==> src/rtl/oam_dma_if.sv <==
// Bus bundle for the OAM DMA engine: the snooped CPU write port and the
// DMA master bus toward the memory unit.
interface oam_dma_if;
  // CPU write port, snooped to catch the trigger register write
  logic        z80_write_n;
  logic [15:0] z80_address;
  logic [7:0]  z80_dout;
  // DMA master bus
  logic        dma_mreq_n;
  logic        dma_read_n;
  logic        dma_write_n;
  logic [15:0] dma_address;
  logic [7:0]  dma_dout;
  logic [7:0]  dma_din;
  logic        dma_wait_n;
  // Arbitration and register readback
  logic        dma_active;
  logic [7:0]  dma_src;

  // DMA engine side
  modport master (
    input  z80_write_n, z80_address, z80_dout, dma_din, dma_wait_n,
    output dma_mreq_n, dma_read_n, dma_write_n, dma_address, dma_dout,
           dma_active, dma_src
  );

  // CPU / memory-unit side
  modport slave (
    output z80_write_n, z80_address, z80_dout, dma_din, dma_wait_n,
    input  dma_mreq_n, dma_read_n, dma_write_n, dma_address, dma_dout,
           dma_active, dma_src
  );
endinterface

==> src/rtl/oam_dma.sv <==
// OAM DMA engine: a CPU write to the trigger register copies LEN bytes from
// page {src,00} to DST_BASE, one READ cycle and one WRITE cycle per byte.
// Bus outputs are decoded from registered state, so an asynchronous reset
// takes the bus off immediately.
module oam_dma #(
  parameter int          LEN      = 160,
  parameter logic [15:0] DST_BASE = 16'hFE00,
  parameter logic [15:0] REG_ADDR = 16'hFF46
) (
  input logic      clk,
  input logic      Reset_n,
  oam_dma_if.master bus
);

  localparam logic [1:0] ST_IDLE  = 2'd0;
  localparam logic [1:0] ST_START = 2'd1;
  localparam logic [1:0] ST_READ  = 2'd2;
  localparam logic [1:0] ST_WRITE = 2'd3;

  localparam logic [7:0] LAST_INDEX = 8'(LEN - 1);

  logic [1:0] state_reg;
  logic [7:0] index_reg;
  logic [7:0] data_reg;
  logic [7:0] src_reg;
  logic       trigger;
  logic [7:0] page;

  // A trigger always wins, even over a stall or the final write completion
  assign trigger = !bus.z80_write_n && (bus.z80_address == REG_ADDR);

  // Source pages E0..FF fold down onto C0..DF
  assign page = (src_reg < 8'hE0) ? src_reg : (src_reg - 8'h20);

  // Transfer sequencer: trigger register, state, byte index and data latch
  always_ff @(posedge clk or negedge Reset_n) begin
    if (!Reset_n) begin
      state_reg <= ST_IDLE;
      index_reg <= 8'h00;
      data_reg  <= 8'h00;
      src_reg   <= 8'h00;
    end else if (trigger) begin
      src_reg   <= bus.z80_dout;
      index_reg <= 8'h00;
      state_reg <= ST_START;
    end else begin
      case (state_reg)
        ST_START: begin
          index_reg <= 8'h00;
          state_reg <= ST_READ;
        end
        ST_READ: begin
          if (bus.dma_wait_n) begin
            data_reg  <= bus.dma_din;
            state_reg <= ST_WRITE;
          end
        end
        ST_WRITE: begin
          if (bus.dma_wait_n) begin
            if (index_reg == LAST_INDEX) begin
              state_reg <= ST_IDLE;
            end else begin
              index_reg <= index_reg + 8'd1;
              state_reg <= ST_READ;
            end
          end
        end
        default: state_reg <= ST_IDLE;
      endcase
    end
  end

  // Bus decode from state; idle/start leave every strobe released
  always_comb begin
    bus.dma_mreq_n  = 1'b1;
    bus.dma_read_n  = 1'b1;
    bus.dma_write_n = 1'b1;
    bus.dma_address = 16'h0000;
    case (state_reg)
      ST_READ: begin
        bus.dma_mreq_n  = 1'b0;
        bus.dma_read_n  = 1'b0;
        bus.dma_address = {page, index_reg};
      end
      ST_WRITE: begin
        bus.dma_mreq_n  = 1'b0;
        bus.dma_write_n = 1'b0;
        bus.dma_address = DST_BASE + {8'h00, index_reg};
      end
      default: ;
    endcase
  end

  assign bus.dma_dout   = data_reg;
  assign bus.dma_active = (state_reg != ST_IDLE);
  assign bus.dma_src    = src_reg;

endmodule

==> src/flat_wrapper.sv <==
// flat-port wrapper written by rule: the top's interface ports become plain ports
module oam_dma_flat 
#(
  parameter int          LEN      = 160,
  parameter logic [15:0] DST_BASE = 16'hFE00,
  parameter logic [15:0] REG_ADDR = 16'hFF46
)
  (clk, Reset_n, bus_z80_write_n, bus_z80_address, bus_z80_dout, bus_dma_din, bus_dma_wait_n, bus_dma_mreq_n, bus_dma_read_n, bus_dma_write_n, bus_dma_address, bus_dma_dout, bus_dma_active, bus_dma_src);
  oam_dma_if bus_i ();
  input logic clk;
  input logic Reset_n;
  input wire logic [$bits(bus_i.z80_write_n)-1:0] bus_z80_write_n;
  input wire logic [$bits(bus_i.z80_address)-1:0] bus_z80_address;
  input wire logic [$bits(bus_i.z80_dout)-1:0] bus_z80_dout;
  input wire logic [$bits(bus_i.dma_din)-1:0] bus_dma_din;
  input wire logic [$bits(bus_i.dma_wait_n)-1:0] bus_dma_wait_n;
  output wire logic [$bits(bus_i.dma_mreq_n)-1:0] bus_dma_mreq_n;
  output wire logic [$bits(bus_i.dma_read_n)-1:0] bus_dma_read_n;
  output wire logic [$bits(bus_i.dma_write_n)-1:0] bus_dma_write_n;
  output wire logic [$bits(bus_i.dma_address)-1:0] bus_dma_address;
  output wire logic [$bits(bus_i.dma_dout)-1:0] bus_dma_dout;
  output wire logic [$bits(bus_i.dma_active)-1:0] bus_dma_active;
  output wire logic [$bits(bus_i.dma_src)-1:0] bus_dma_src;
  assign bus_i.z80_write_n = bus_z80_write_n;
  assign bus_i.z80_address = bus_z80_address;
  assign bus_i.z80_dout = bus_z80_dout;
  assign bus_i.dma_din = bus_dma_din;
  assign bus_i.dma_wait_n = bus_dma_wait_n;
  assign bus_dma_mreq_n = bus_i.dma_mreq_n;
  assign bus_dma_read_n = bus_i.dma_read_n;
  assign bus_dma_write_n = bus_i.dma_write_n;
  assign bus_dma_address = bus_i.dma_address;
  assign bus_dma_dout = bus_i.dma_dout;
  assign bus_dma_active = bus_i.dma_active;
  assign bus_dma_src = bus_i.dma_src;
  oam_dma #(.LEN(LEN), .DST_BASE(DST_BASE), .REG_ADDR(REG_ADDR)) u_core (.clk(clk), .Reset_n(Reset_n), .bus(bus_i));
endmodule
==> config.mk <==
export PLATFORM = sky130hd
export DESIGN_NAME = oam_dma_flat
export DESIGN_NICKNAME = d
export VERILOG_FILES = /design/src/rtl/oam_dma_if.sv /design/src/rtl/oam_dma.sv /design/src/flat_wrapper.sv
export SDC_FILE = /design/constraint.sdc
export NUM_CORES = 1
export LEC_CHECK = 0
export CORE_ASPECT_RATIO = 1.2
export CORE_UTILIZATION = 40
export DETAILED_ROUTE_END_ITERATION = 10
export PLACE_DENSITY = 0.8
export SLEW_MARGIN = 15
export SYNTH_ARGS = -nofsm -noshare
export SYNTH_HDL_FRONTEND = slang
export SYNTH_SLANG_ARGS = --single-unit
==> constraint.sdc <==
create_clock -name clk -period 2.8 [get_ports clk]
set_input_delay 0.56 -clock clk [delete_from_list [all_inputs] [get_ports clk]]
set_output_delay 0.56 -clock clk [all_outputs]
set_load 0.01 [all_outputs]
==> summary.txt <==
Run status
  • Status: finished with violations
  • Failing checks: design-rule violations

Setup path
  • Slack of the worst reg-to-reg path: approximately 1 ns
  • Reg2Reg Capture Point: u_core.index_reg[5]$_DFFE_PN0P_
  • Critical Path End Type: output pin
  • Launching instance or port of the critical path: u_core.bus.dma_src[5]$_DFFE_PN0N_
  • Critical-path maximum fanout: 6
  • Required time of the critical path: 2.24 ns
  • Arr. time, crit path: about 1.8 ns
  • Depth of the most critical reg-to-reg path: 5
  • Worst reg2reg path startpoint: u_core.index_reg[0]$_DFFE_PN0P_
  • Type of the worst setup path: flip-flop to output pin
  • Startpoint Class: flip-flop

Yosys
  • Leading area contributor after synthesis: sky130_fd_sc_hd__dfrtp_1
  • Share of the yosys chip area belonging to registers: 0.444
  • Dominant combinational cell family by area after synthesis: simple AND/OR/NAND/NOR gates
  • Post-Synth Simple-Gate Area: 0.233
  • Post-synthesis mux area share: 0.130
  • Area contributors post-synth: sky130_fd_sc_hd__dfrtp_1, sky130_fd_sc_hd__mux2_2, sky130_fd_sc_hd__nor2_1
  • Portion of synthesized cell area occupied by the leading cell type: 0.444
  • Netlist Area Pre-Place: around 1500 µm²
  • Synthesized area divided by synthesized cell count: approximately 10 µm²
  • Net count of the mapped netlist: around 180
  • Post-synthesis register bit count: 26
  • Adder-cell area share of the yosys netlist: 0.0171
  • Number of instances in the synthesized netlist: 143
  • Synthesized-area fraction occupied by ao, oa, aoi and oai cells: 0.134
  • Post-Synth XOR/XNOR Area: 0.00598
  • Count of unique library cells instantiated by Yosys: between 40 and 50
  • Synth Warn #: 0

Floorplanning
  • Number of cell rows: 23
  • Initial standard-cell utilization of the core: 0.428
  • Die area: roughly 3900 µm²
  • Die span in x: 57.3 µm
  • Core Footprint: 3420 µm²
  • Chip Height: between 60 and 70 µm
  • Number of I/O pins: 72

Route
  • Count of antenna-violating nets left after detailed routing: 0
  • Total number of vias: ~1400
  • Routed wire length: ~4 mm
  • Per-cell via count in the routed design: around 5.6
  • Post-route DRC violation count: 4
  • Initial DRT Pass Iterations: 7
  • DRT iter0 DRCs: 60
  • Average wire length per cell after detail routing: approximately 16 µm

Finish
  • Fill cell count: about 250
  • Synth-to-layout area growth: 57.0%
  • End-of-flow core utilization: 0.672
  • Most common cell after layout, fill and taps aside: sky130_fd_sc_hd__clkdlybuf4s50_1
  • Share of layout cells above drive strength 1: 0.157
  • Post-layout net count: 256
  • Final cell count without fillers: 254
  • Leading cell types in the layout, fill and taps excluded: sky130_fd_sc_hd__clkdlybuf4s50_1, sky130_fd_sc_hd__dfrtp_1, sky130_fd_sc_hd__nor2_1
  • Antenna diode count: 0

GRT
  • Initial antenna violation count: 0
  • Remaining Overflow, GRT: 0
  • Largest net degree at the start of global routing: 27
  • First-pass GRT wire length: between 6 and 7 mm
  • Global router's overall resource usage: 0.221
  • Vias in the first global route: roughly 1500

Worst hold path
  • Hold Path Class: flip-flop to flip-flop
  • Cell depth of the worst hold path: 1
  • Startpoint of the lowest-slack hold path: u_core.bus.dma_dout[3]$_DFFE_PN0P_
  • Worst Hold End: u_core.bus.dma_dout[3]$_DFFE_PN0P_

Clock tree
  • Number of buffers inserted for hold repair after clock tree synthesis: 0
  • Buffer depth of the longest clock path: 2
  • Insertion delay to the later sink of the worst-skew pair: between 0.2 and 0.3 ns
  • Clock tree from TritonCTS: built
  • Count of clock tree sinks: 26
  • Inserted Clock Buffers: 3
  • Register clock-pin slew on the reported worst setup and hold paths: around 0.09 ns
  • Setup repair bufs after CTS: 0
  • Total number of H-tree levels: 1
  • Clock tree root driver cell: sky130_fd_sc_hd__clkbuf_8
  • Post-cts repair resize count: 0

Pwr
  • Static Leak: 0.955 nW
  • Power density cells: 774 nW/µm²
  • Maximum VDD drop: 0.000489 V
  • Design Power: ~1.8 mW

Place
  • PortBufs: ~70
  • Instance count after placement with tap cells included: 250
  • HPWL after detailed placement: 3.02 mm
  • GPL Wtd Cong: 0.831

Timing
  • RSZ-0062 raised after global routing: false
  • Worst relative slew slack: 0.736
  • Highest clock frequency the design can meet: between 400 and 500 MHz
  • Slew at the pin with the worst max-slew slack: 0.396 ns
  • Final setup violation count: 0
  • Final clock period utilization by the worst path: 0.859
  • Clock period minus worst slack: roughly 2.4 ns
  • Max Transition Viols Final: 0
  • Hold Vio Cnt, Final: 0
  • Worst setup skew after layout: approximately 0.0012 ns
  • Setup TNS: 0 ns

Flow run
  • Max-capacitance violation count: 0
## critical path: stages, from the launching register on
cell	delay (ns)
sky130_fd_sc_hd__dfrtp_1	0.44
sky130_fd_sc_hd__inv_1	0.07
sky130_fd_sc_hd__ha_1	0.29
sky130_fd_sc_hd__nand3_1	0.08
sky130_fd_sc_hd__a21oi_1	0.07
sky130_fd_sc_hd__nor2_1	0.09
sky130_fd_sc_hd__clkdlybuf4s50_1	0.55
## metal layers
metal | global-route usage | up-vias | share of wire
li1 | - | 668 | -
met1 | 0.245 | 687 | 0.39
met2 | 0.407 | 62 | 0.52
met3 | 0.0643 | 6 | 0.077
met4 | 0.0732 | 0 | 0.010
met5 | 0 | - | 0
## metrics by stage
stage	setup WS [ns]	instance area [µm²]	hold slack, ns
after floorplan	0.954	1470	0.264
after global placement	0.449	2230	0.491
after detailed placement	0.395	2230	0.493
after CTS	0.384	2300	0.518
after global routing	0.294	2300	0.541
final	0.396	2300	0.520
## how the worst max path moves through the flow
| stage | slack (ns) | to | cells after the start |
|---|---|---|---|
| after global routing | 0.29 | bus_dma_address[14] | 6 |
| after detailed placement | 0.39 | u_core.bus.dma_dout[4]$_DFFE_PN0P_ | 5 |
| after CTS | 0.38 | bus_dma_address[14] | 6 |
| after global placement | 0.45 | u_core.bus.dma_dout[7]$_DFFE_PN0P_ | 5 |
| after floorplan | 0.95 | u_core.bus.dma_src[4]$_DFFE_PN0N_ | 5 |
| final | 0.40 | bus_dma_address[14] | 6 |
## area by class of cell
| cell class | instances | area, µm² | area share |
|---|---|---|---|
| clock inverter | 1 | 30.0 | 0.0131 |
| inverter | 4 | 15.0 | 0.00653 |
| sequential | 26 | 651 | 0.283 |
| timing repair buffer | 77 | 756 | 0.328 |
| multi-input combinational | 106 | 762 | 0.331 |
| clock buffer | 3 | 41.3 | 0.0179 |
| tap | 37 | 46.3 | 0.0201 |
## where the power goes
group	total, mW	switching (mW)	internal (mW)
Combinational	0.889	0.386	0.503
Clock	0.307	0.115	0.191
Sequential	0.587	0.105	0.482
Total	1.78	0.607	1.18
## cells in the mapped netlist, drive strengths merged
cell and n:
a211oi 2, buf 3, o221ai 1, ha 2, and4bb 1, nor3 1
dfrtp 26, mux2 16, nand2 8, nor4b 1, nor4 2, clkbuf 4
a31oi 2, nand4 5, and4 2, clkinv 1, o2111ai 2, a21boi 1
and3 1, and2 8, mux2i 1, nand4bb 1, a21oi 8, a21o 1
o21ai 5, o21ba 1, o21a 2, nand2b 1, xnor2 1, or4 1
o22ai 2, nand3 7, and2b 1, a22oi 1, nor2 18, inv 3
## logic make-up (layout without fill, tap and decap cells)
family                     after synthesis  in the layout
and+or+nand+nor                         58             58
AOI/OAI and AO/OA                       28             28
DFF                                     26             26
muxes                                   17             17
buffers and inverters                   11             85
adders and majority gates                2              2
xor gates and xnor gates                 1              1
No activity file was read; power rests on OpenSTA's default activity.
